<file path="src/rtl/fetch_pkg.sv">
// fetch_pkg: shared constants, FIFO entry type and address helper for the fetch path
package fetch_pkg;
  localparam int ADDR_W = 7;
  localparam int DATA_W = 32;
  localparam int PC_W = 32;
  localparam int WORD_BYTES = 4;
  localparam int DEPTH = 2;
  localparam logic [PC_W-1:0] RESET_PC = '0;
  typedef struct packed {
    logic [DATA_W-1:0] inst;
    logic [PC_W-1:0]   pc;
  } fetch_entry_t;
  // ROM word index of a byte address; upper bits fall away so the ROM wraps
  function automatic logic [ADDR_W-1:0] word_addr(input logic [PC_W-1:0] a);
    return a[ADDR_W+1:2];
  endfunction
endpackage

</file>
<file path="src/rtl/fetch_skid_fifo.sv">
// fetch_skid_fifo: 2-entry register FIFO of fetched words, head always registered
module fetch_skid_fifo
  import fetch_pkg::*;
(
  input  logic         clk,
  input  logic         rst,
  input  logic         push,
  input  fetch_entry_t din,
  input  logic         pop,
  input  logic         clear,
  output logic [1:0]   count,
  output fetch_entry_t head
);
  fetch_entry_t e0, e1, e0_n, e1_n;
  logic do_pop;
  logic [1:0] wr;
  assign do_pop = pop && count != 2'd0;
  assign wr = count - {1'b0, do_pop};
  assign head = e0;
  // shift on pop, then write the new word into the first free slot
  always_comb begin
    e0_n = (do_pop && count == 2'd2) ? e1 : e0;
    e1_n = e1;
    if (push && wr == 2'd0) e0_n = din;
    if (push && wr == 2'd1) e1_n = din;
  end
  // storage and occupancy; clear only empties, contents are don't-care afterwards
  always_ff @(posedge clk) begin
    if (rst) begin
      e0 <= '0;
      e1 <= '0;
      count <= '0;
    end else if (clear) begin
      count <= '0;
    end else begin
      e0 <= e0_n;
      e1 <= e1_n;
      count <= count + {1'b0, push && wr != 2'd2} - {1'b0, do_pop};
    end
  end
endmodule

</file>
<file path="src/rtl/fetch_controller.sv">
// fetch_controller: PC sequencing, ROM read issue, redirect and buffered decode handoff
module fetch_controller
  import fetch_pkg::*;
(
  input  logic              clka,
  input  logic              rst,
  input  logic              fetch_en,
  input  logic              branch_taken,
  input  logic [PC_W-1:0]   branch_target,
  output logic [ADDR_W-1:0] im_addr,
  input  logic [DATA_W-1:0] im_data,
  output logic              inst_valid,
  input  logic              inst_ready,
  output logic [DATA_W-1:0] inst,
  output logic [PC_W-1:0]   inst_pc
);
  logic [PC_W-1:0] pc, inflight_pc, target;
  logic [ADDR_W-1:0] addr_q;
  logic inflight, pop, issue, push;
  logic [1:0] count;
  logic [2:0] load;
  fetch_entry_t head;
  assign target = branch_target & ~PC_W'(WORD_BYTES - 1);
  assign pop = inst_valid && inst_ready;
  assign load = {1'b0, count} + {2'b0, inflight} - {2'b0, pop};
  assign issue = fetch_en && !rst && (branch_taken || load < 3'(DEPTH));
  assign push = inflight && !branch_taken;
  // ROM address: redirect wins, otherwise the issuing PC, otherwise hold
  always_comb
    im_addr = rst ? word_addr(RESET_PC) : branch_taken ? word_addr(target) : issue ? word_addr(pc) : addr_q;
  // PC, in-flight tag and held address; a redirect squashes the arriving response
  always_ff @(posedge clka) begin
    if (rst) begin
      pc <= RESET_PC;
      inflight <= 1'b0;
      inflight_pc <= '0;
      addr_q <= word_addr(RESET_PC);
    end else begin
      addr_q <= im_addr;
      inflight <= issue;
      if (issue) inflight_pc <= branch_taken ? target : pc;
      if (branch_taken) pc <= target + PC_W'(WORD_BYTES);
      else if (issue) pc <= pc + PC_W'(WORD_BYTES);
    end
  end
  fetch_skid_fifo u_fifo (
    .clk  (clka),
    .rst  (rst),
    .push (push),
    .din  ({im_data, inflight_pc}),
    .pop  (pop),
    .clear(branch_taken),
    .count(count),
    .head (head)
  );
  assign inst_valid = count != 2'd0;
  assign inst = head.inst;
  assign inst_pc = head.pc;
endmodule

</file>
<file path="config.mk">
export PLATFORM = sky130hd
export DESIGN_NAME = fetch_controller
export DESIGN_NICKNAME = d
export VERILOG_FILES = /design/src/rtl/fetch_pkg.sv /design/src/rtl/fetch_skid_fifo.sv /design/src/rtl/fetch_controller.sv
export SDC_FILE = /design/constraint.sdc
export NUM_CORES = 1
export LEC_CHECK = 0
export CAP_MARGIN = 25
export CORE_AREA = 2 2 157 113
export DETAILED_ROUTE_END_ITERATION = 7
export DIE_AREA = 0 0 159 115
export GPL_ROUTABILITY_DRIVEN = 0
export PLACE_DENSITY = 0.9
export SLEW_MARGIN = 25
export SYNTH_ARGS = -nofsm -noshare
export SYNTH_HDL_FRONTEND = slang
export SYNTH_SLANG_ARGS = --single-unit
export TNS_END_PERCENT = 10
</file>
<file path="constraint.sdc">
create_clock -name clka -period 6.6 [get_ports clka]
set_clock_uncertainty 0.15 [all_clocks]
set_input_delay 1.65 -clock clka [delete_from_list [all_inputs] [get_ports clka]]
set_output_delay 1.65 -clock clka [all_outputs]
set_load 0.02 [all_outputs]
</file>
==> flow_summary.ini <==
[status]
run_status = completed

[setup_path]
ff2ff_path_depth = 12
worst-path-max-fanout = 17
cp-start-kind = input pin
crit_end = im_addr[2]
cp.arrival_ps = 4440
worst-r2r-setup-slack_ps = 2910
worstSetupPathType = input pin to output pin
regToRegStartpoint = u_fifo.count[1]
cp-end-kind = output pin
critPathLaunch = inst_ready
rr_endpoint = pc[22]
cp.required_ps = 4800

[clock_tree]
cts_buffers = 17
cts_root_buffer = clkbuf_16
cts_tree = yes
clkTransAtPathRegs_ps = 70
cts_hold_buf = 0
cts_buffer_depth = 2
cts_htree_levels = 4
insertion_delay_ps = 430
clock-sinks = 194

[logic_synthesis]
netlist_instances = 1047
synth_seq_area_share_pct = 43.46
ys_warn_count = 0
ys.flop_type = dfxtp_1
yosysTopAreaCell = dfxtp_1
synth_edf_count = 0
yosysUniqueCellTypes = 64
ys_ff_latch = 194
syn_avg_cell_area_sq_um = 8.535
synth_top_cell_area_share_pct = 43.46
syn_area_sq_mm = 0.008936
synth-async-reset-ratio_pct = 0
synth_area_leaders = dfxtp_1 (43%), mux2i_1 (9.6%), a211oi_1 (7.6%), nand2_1 (7.4%), nor2_1 (5.1%)

[drt]
wl_per_cell_um = 16.17
first_pass_iters = 6
ant_nets = 0
via_per_inst = 5.743
wl_mm = 22.38
drcViolationCount = 0
vias = 7948
drtIter0Drc = 712

[die]
core_area_sq_mm = 0.01682
initial_utilization_pct = 53.14
ios = 141
fp.dieW_um = 159
die_area_sq_mm = 0.01829
core.rowCount = 40
fp.dieH_um = 115

[placed_design]
portBuffers = 136
pre_cts_ws_ps = 1.732
hpwl_mm = 14.95

[hold_path]
hold_path.class = register to register

[timing]
rsz0062_at_grt = no
timing.fmax_mhz = 160.3
fin_crit_ps = 6239
tns_ps = 0
fin_crit_sh_pct = 94.53
maxSlewViolCount = 0
worst_slew_pin_slew_ps = 970.9
setup_viol = 0
relSlewSlack_pct = 35.28
finalWorstSetupSlack_ps = 361.1
hold_viol = 0

[cells_and_area]
fin_util_pct = 65.48
final_nets = 1214
fillerInstances = 1423
diodes = 0
multi_input_area_sq_mm = 0.004707
areaGrowthSynthToFinish_pct = 23.22
drive_gt1_share_pct = 6.071
final_cell_mix = dfxtp_1 (194), nand2_1 (177), clkdlybuf4s50_1 (127)
regArea_sq_mm = 0.003884
final_common_cell = dfxtp_1

[global_routing]
grt_max_degree = 100
overflow = 0
grt_first_pass_wirelength_mm = 36.85
grt_pass1_vias = 7427
antenna_found_initial = 0
grt_use_total_pct = 24.66

[power]
ir_drop_v = 0.0001683
p_per_area_mw_per_mm2 = 240.7
leakagePower_uw = 0.003820

[flow_run]
maxCapViolations = 0
-- per-layer routing --
| layer | vias to the layer above | share of wire [%] | global-route usage, % |
|---|---|---|---|
| met3 | 40 | 8.1 | 6.025 |
| met2 | 330 | 46 | 40.23 |
| met1 | 3677 | 45 | 32.19 |
| li1 | 3901 | - | - |
| met5 | - | 0 | 0 |
| met4 | 0 | 1.7 | 9.030 |
-- Yosys cell counts, types with 2 or more instances --
cell type,number
dfxtp_1,194
nand2_1,177
nor2_1,122
a211oi_1,90
mux2i_1,86
a21oi_1,76
clkbuf_1,53
xnor2_1,25
nand3_1,23
o21ai_0,23
nor3_1,17
buf_2,15
xor2_1,12
a311oi_1,9
inv_1,9
nand4_1,9
and2_1,8
buf_1,8
o21a_1,7
and3_1,6
a22o_1,5
a32o_1,4
ha_1,4
or3_1,4
a31oi_1,3
mux2_2,3
nand2b_1,3
nand3b_1,3
nand4b_1,3
nor4_1,3
o211ai_1,3
a222oi_1,2
buf_4,2
buf_6,2
nand4_2,2
nor3_4,2
o2111ai_1,2
o31a_1,2
-- cell type report --
| cell class | count | share of cell area, % |
|---|---|---|
| multi-input cells | 764 | 42.75 |
| flip-flops and latches | 194 | 35.27 |
| repair buffers | 153 | 13.90 |
| clock buffers | 19 | 4.023 |
| well taps | 231 | 2.625 |
| clock inverters | 13 | 1.091 |
| inverters | 10 | 0.3409 |
-- stage by stage --
step | power (uW) | instance area (sq um) | cells | hold WS, ps
detailed placement | 1694 | 10420 | 1352 | 295.8
floorplan | 1528 | 8940 | 1048 | 285.7
global placement | 1682 | 10400 | 1351 | 290.6
global route | 2761 | 11010 | 1384 | 319.8
finish | 2650 | 11010 | 1384 | 304.4
CTS | 2668 | 10990 | 1384 | 306.2
-- registers in the layout (all words and copies together), names as in the netlist --
register      flops
u_fifo.head      62
inflight          1
inflight_pc      30
u_fifo.count      2
addr_q            7
pc               30
u_fifo.e1        62
-- cells by family after synthesis --
group	count (synthesis)	share of synthesized area (%)
other cells	1	0.04196
compound gates	240	18.33
mux	89	10.01
fa+ha+maj	5	0.7841
buf+inv	90	4.242
xor+xnor	37	3.626
flops	194	43.46
simple gates	391	19.50
-- worst min-delay path by stage --
stage	start	end	slack, ps	cells after the start
global placement	u_fifo.e1[33]	u_fifo.e1[33]	290	2
detailed placement	u_fifo.e1[54]	u_fifo.e1[54]	300	2
global route	u_fifo.e1[15]	u_fifo.e1[15]	320	2
floorplan	u_fifo.e1[10]	u_fifo.e1[10]	290	2
finish	u_fifo.e1[14]	u_fifo.e1[14]	300	2
CTS	u_fifo.e1[17]	u_fifo.e1[17]	310	2
-- report_power, final --
group	leakage, uW	internal [uW]	switching (uW)
sequential	0.00158	1230	47.2
combinational	0.00196	176	217
clock	0.000272	507	473
total	0.00382	1910	737
-- critical path: stages --
cell	delay [ps]
clkdlybuf4s50_1	420
and2_1	150
ha_1	280
inv_1	80
nand2_1	70
fa_1	400
xnor2_2	170
a21o_1	210
nand2_1	130
buf_12	180
mux2i_1	190
o21ai_0	110
and2_1	210
dlymetal6s2s_1	200
-- timing repair --
action,CTS,global route
buffers inserted,0,0
gates resized for setup,1,7
endpoints found under the setup margin,1,7
(Power assumes the default switching activity.)
